==> config.mk <==
export PLATFORM = sky130hd
export DESIGN_NAME = cpu_step_clock_gen
export DESIGN_NICKNAME = d
export VERILOG_FILES = /design/src/rtl/cpu_step_clock_gen.sv
export SDC_FILE = /design/constraint.sdc
export NUM_CORES = 1
export LEC_CHECK = 0
export ABC_AREA = 1
export CAP_MARGIN = 20
export CORE_UTILIZATION = 30
export DETAILED_ROUTE_END_ITERATION = 10
export GPL_TIMING_DRIVEN = 0
export PLACE_DENSITY = 0.46
export SYNTH_ARGS = -nofsm -noshare
export SYNTH_HDL_FRONTEND = slang
export SYNTH_SLANG_ARGS = --single-unit
==> constraint.sdc <==
create_clock -name clk -period 4.4 [get_ports clk]
set_input_delay 0.88 -clock clk [delete_from_list [all_inputs] [get_ports clk]]
set_output_delay 0.88 -clock clk [all_outputs]
set_load 0.005 [all_outputs]
==> src/rtl/cpu_step_clock_gen.sv <==
// Step/free-run clock-enable generator for the single-cycle CPU (debounced key, 2-flop synchronisers).
// Optional retired-step counter enabled by defining STEP_COUNTER_EN; otherwise step_count is tied to 0.
module cpu_step_clock_gen #(
  parameter int unsigned DEBOUNCE_CYCLES = 500000,
  parameter int unsigned RUN_DIV         = 25000000,
  parameter int unsigned CNT_W           = 16
) (
  input  logic             clk,
  input  logic             rst,
  input  logic             key_step_n,
  input  logic             run_mode,
  input  logic             halt,
  output logic             step_en,
  output logic             running,
  output logic             halted,
  output logic             key_clean,
  output logic [CNT_W-1:0] step_count
);

  localparam int unsigned DB_W  = (DEBOUNCE_CYCLES > 1) ? $clog2(DEBOUNCE_CYCLES) : 1;
  localparam int unsigned DIV_W = (RUN_DIV > 1) ? $clog2(RUN_DIV) : 1;
  localparam logic [DB_W-1:0]  DB_LAST  = DB_W'(DEBOUNCE_CYCLES - 1);
  localparam logic [DIV_W-1:0] DIV_LAST = DIV_W'(RUN_DIV - 1);

  typedef enum logic [1:0] {
    ST_STEP   = 2'd0,
    ST_RUN    = 2'd1,
    ST_HALTED = 2'd2
  } state_t;

  state_t           state, state_next;
  logic             key_meta, key_sync;
  logic             mode_meta, mode_sync;
  logic [DB_W-1:0]  db_cnt;
  logic             key_clean_d;
  logic [DIV_W-1:0] div, div_next;
  logic             step_en_next;
  logic             key_mismatch_c;
  logic             press_c;

  // Two-flop synchronisers; the key idles released (high), the mode switch idles single-step
  always_ff @(posedge clk) begin
    if (rst) begin
      key_meta  <= 1'b1;
      key_sync  <= 1'b1;
      mode_meta <= 1'b0;
      mode_sync <= 1'b0;
    end else begin
      key_meta  <= key_step_n;
      key_sync  <= key_meta;
      mode_meta <= run_mode;
      mode_sync <= mode_meta;
    end
  end

  assign key_mismatch_c = (key_sync != key_clean);

  // Debounce: key_clean follows the synced key only after DEBOUNCE_CYCLES consecutive mismatches
  always_ff @(posedge clk) begin
    if (rst) begin
      db_cnt      <= '0;
      key_clean   <= 1'b1;
      key_clean_d <= 1'b1;
    end else begin
      key_clean_d <= key_clean;
      if (!key_mismatch_c) begin
        db_cnt <= '0;
      end else if (db_cnt == DB_LAST) begin
        key_clean <= key_sync;
        db_cnt    <= '0;
      end else begin
        db_cnt <= db_cnt + DB_W'(1);
      end
    end
  end

  // One-cycle press event on the debounced falling edge
  assign press_c = key_clean_d & ~key_clean;

  always_ff @(posedge clk) begin
    if (rst) begin
      state   <= ST_STEP;
      div     <= '0;
      step_en <= 1'b0;
      running <= 1'b0;
      halted  <= 1'b0;
    end else begin
      state   <= state_next;
      div     <= div_next;
      step_en <= step_en_next;
      running <= (state_next == ST_RUN);
      halted  <= (state_next == ST_HALTED);
    end
  end

  // Halt overrides everything; a mode change in STEP takes precedence over a press
  always_comb begin
    state_next   = state;
    div_next     = '0;
    step_en_next = 1'b0;
    if (halt) begin
      state_next = ST_HALTED;
    end else begin
      case (state)
        ST_STEP: begin
          if (mode_sync) begin
            state_next = ST_RUN;
          end else if (press_c) begin
            step_en_next = 1'b1;
          end
        end
        ST_RUN: begin
          if (!mode_sync) begin
            state_next = ST_STEP;
          end else begin
            div_next     = (div == DIV_LAST) ? '0 : div + DIV_W'(1);
            step_en_next = (div == DIV_LAST);
          end
        end
        ST_HALTED: begin
          state_next = mode_sync ? ST_RUN : ST_STEP;
        end
        default: begin
          state_next = ST_STEP;
        end
      endcase
    end
  end

`ifdef STEP_COUNTER_EN
  // Retired-step counter, wraps naturally at 2^CNT_W
  always_ff @(posedge clk) begin
    if (rst) begin
      step_count <= '0;
    end else if (step_en) begin
      step_count <= step_count + CNT_W'(1);
    end
  end
`else
  assign step_count = '0;
`endif

endmodule

==> reports/summary.txt <==
Syn-to-layout area delta: 12.7%
1st-iter DRT viols: 59
wire per inst: 10.2 um
GRT Max-Usage Layer: met2
Worst Path Buf+Inv: 1
DR DRC count: 0
R2R Path End: div[12]
clock transition at the registers of the reported paths: 0.10 ns
synthesized flop and latch total: 55
buffer depth of the longest clock path: 2
R2R cell count: 9
Initial Util: 31.6%
Synth Flop Type: dfxtp_1
Post-Synth Simple-Gate Area: 38.8%
VDD IR-drop max: 0.111 mV
Nets: 444
Netlist cell types: 24
CP startpoint: key_clean
Hold Fails Final Rpt: 0
vias in the first global route: 2,243
largest net degree at the start of global routing: 18
via count: 2,332
GP Congestion: 0.783
worst-skew pair later-pin latency: 0.31 ns
setup tns final: 0 ns
Root Driver: clkbuf_8
mux cell area share after synthesis: 0%
endpoint class of the critical path: primary output
crit path DAT: 1.25 ns
Hold Path Class: flop to flop
Post-CTS Setup Repair Bufs: 0
Startpoint Class: flop
DRT Wirelength: 5540 um
Antenna Violating Nets Remaining: 0
share of layout cells above drive strength 1: 10.8%
critical path depth in cells: 1
Post-CTS Hold Buffers: 0
final worst path period share: 48.4%
Num CTS Buffers: 5
Compound-Gate Fraction of Synth Area: 3.74%
CP top delay family: buffers and inverters
global route overflow: 0
Setup Skew: 0.0165 ns
Post-Synthesis Cells: 407
PostCTS Resize Cnt: 0
Avg Cell Area, Syn: 6.90 um2
met1 Use GR: 16.6%
max cap viols: 0
row count: 34
CP max stage cell: clkdlybuf4s50_1
post-synthesis sequential area ratio: 39.2%
worst setup path endpoint: key_clean
maximum fanout along the worst path: 5
met3 Usage GRT: 2.55%
CP Class: flop to primary output
EDFF count, synth: 0
initial antenna violation count: 0
area share of fa/ha/maj cells after synthesis: 0.891%
first-pass GRT wire length: 9980 um
ys async rst share: 0%
DP Cell Count: 538
Cell Pwr Density: 258 mW/mm2
Clock Sinks: 55
Die Y: 98.8 um
fin. max-slew vios: 0
M2 GR Usage: 21.5%
DP Wirelength: 4330 um
Synth Area in XOR/XNOR: 6.24%
Non-Filler Instances: 545
outcome: finished, final reports clean
main combinational cell family by area after synthesis: simple AND/OR/NAND/NOR gates
n_diodes: 0
synthesized area: 0.00281 mm2
All-Layer GR Usage: 12.8%
drt pass-1 iters: 4
CTS tree: done
reg2reg start: div[0]
leakage power: 1.05 nW
DIE AREA: 0.00975 mm2
Final Critical Period: 2.13 ns
Via-to-Cell Ratio: 4.28
Crit path largest cell delay: 0.53 ns
synth warn: 0
unrepaired setup endpoints after global routing: no
PortBufs: 8
final-report setup violation count: 0
worst path cell trace: clkdlybuf4s50_1
worst reg-to-reg setup slack: 2.73 ns
core box area: 0.00889 mm2
Max H-tree Level: 2
WP data required: 3.52 ns
die width: 98.8 um
Fmax: 0.469 GHz
io pins: 25
layout make-up:
type	count	area, um2
Buffer	19	154
Clock buffer	5	68.8
Clock inverter	2	17.5
Fill cell	975	5720
Inverter	41	156
Multi-Input combinational cell	307	1450
Sequential cell	55	1100
Tap cell	108	135
Timing Repair Buffer	8	80.1
where the power goes:
part	switching, mW	internal [mW]	leakage, nW	total, mW
Clock	0.174	0.113	0.0446	0.286
Sequential	0.00153	0.501	0.445	0.502
Combinational	0.0109	0.0159	0.556	0.0268
Total	0.186	0.629	1.05	0.816
cell usage after synthesis (2+ instances only):
library cell,n,area (um2)
nand2_1,95,357
nor2_1,94,353
dfxtp_1,55,1100
inv_1,40,150
nand3_1,20,100
a21oi_1,17,85.1
buf_4,16,120
xor2_1,11,96.3
xnor2_1,9,78.8
nand3b_1,7,52.6
nand4_1,6,37.5
nor2_2,6,37.5
nand2_2,5,31.3
nor2_4,4,45.0
nor3_1,4,20.0
o21ai_0,4,20.0
buf_6,3,33.8
ha_1,2,25.0
nand3_2,2,20.0
or2_0,2,12.5
or2_2,2,12.5
logic make-up after synthesis:
logic type,count (synthesis)
flip-flops,55
adder cells (fa/ha/maj),2
AND/OR/NAND/NOR,248
other,1
XOR/XNOR,20
AO/OA/AOI/OAI,21
buffers and inverters,60
per-layer routing:
metal	part of all wire [%]	routed length, um
met5	0	0
met4	0.56	31
met3	2.3	129
met2	45	2500
met1	52	2880
how the worst min path moves through the flow:
stage / from / to / slack [ns] / depth (start not counted)
detailed placement: mode_meta / mode_sync / 0.40 / 2
CTS: mode_meta / mode_sync / 0.41 / 2
finish: mode_meta / mode_sync / 0.41 / 2
floorplan: mode_meta / mode_sync / 0.39 / 2
global placement: mode_meta / mode_sync / 0.39 / 2
global route: key_meta / key_sync / 0.44 / 1
stage by stage:
step                      setup slack (ns)  utilization, %  cell area (um2)  power [mW]  hold WS, ns
after floorplan                       2.80               -             2870       0.533        0.388
final                                 2.27            35.6             3170       0.816        0.411
after global routing                  2.14            35.6             3170       0.853        0.442
after global placement                2.04            34.6             3080       0.540        0.391
after CTS                             2.24            35.6             3170       0.831        0.413
after detailed placement              2.01            34.6             3080       0.541        0.397
placed cells by master (no fill, tap or decap), drive strengths merged:
master	instances
clkdlybuf4s50	8
clkbuf	5
inv	42
or2	4
nor2	104
o21ai	4
xor2	11
buf	19
nor3	5
a21oi	17
ha	2
nand3	22
xnor2	9
nand3b	7
conb	16
clkinv	1
nand4	6
nand2	100
dfxtp	55
registers in the layout (all words and copies together) (netlist names):
register and flops:
key_clean_d 1, mode_meta 1, halted 1, state 2, key_clean 1, running 1, step_en 1, key_meta 1
key_sync 1, mode_sync 1, div 25, db_cnt 19
Power figures use the tool's default switching activity.
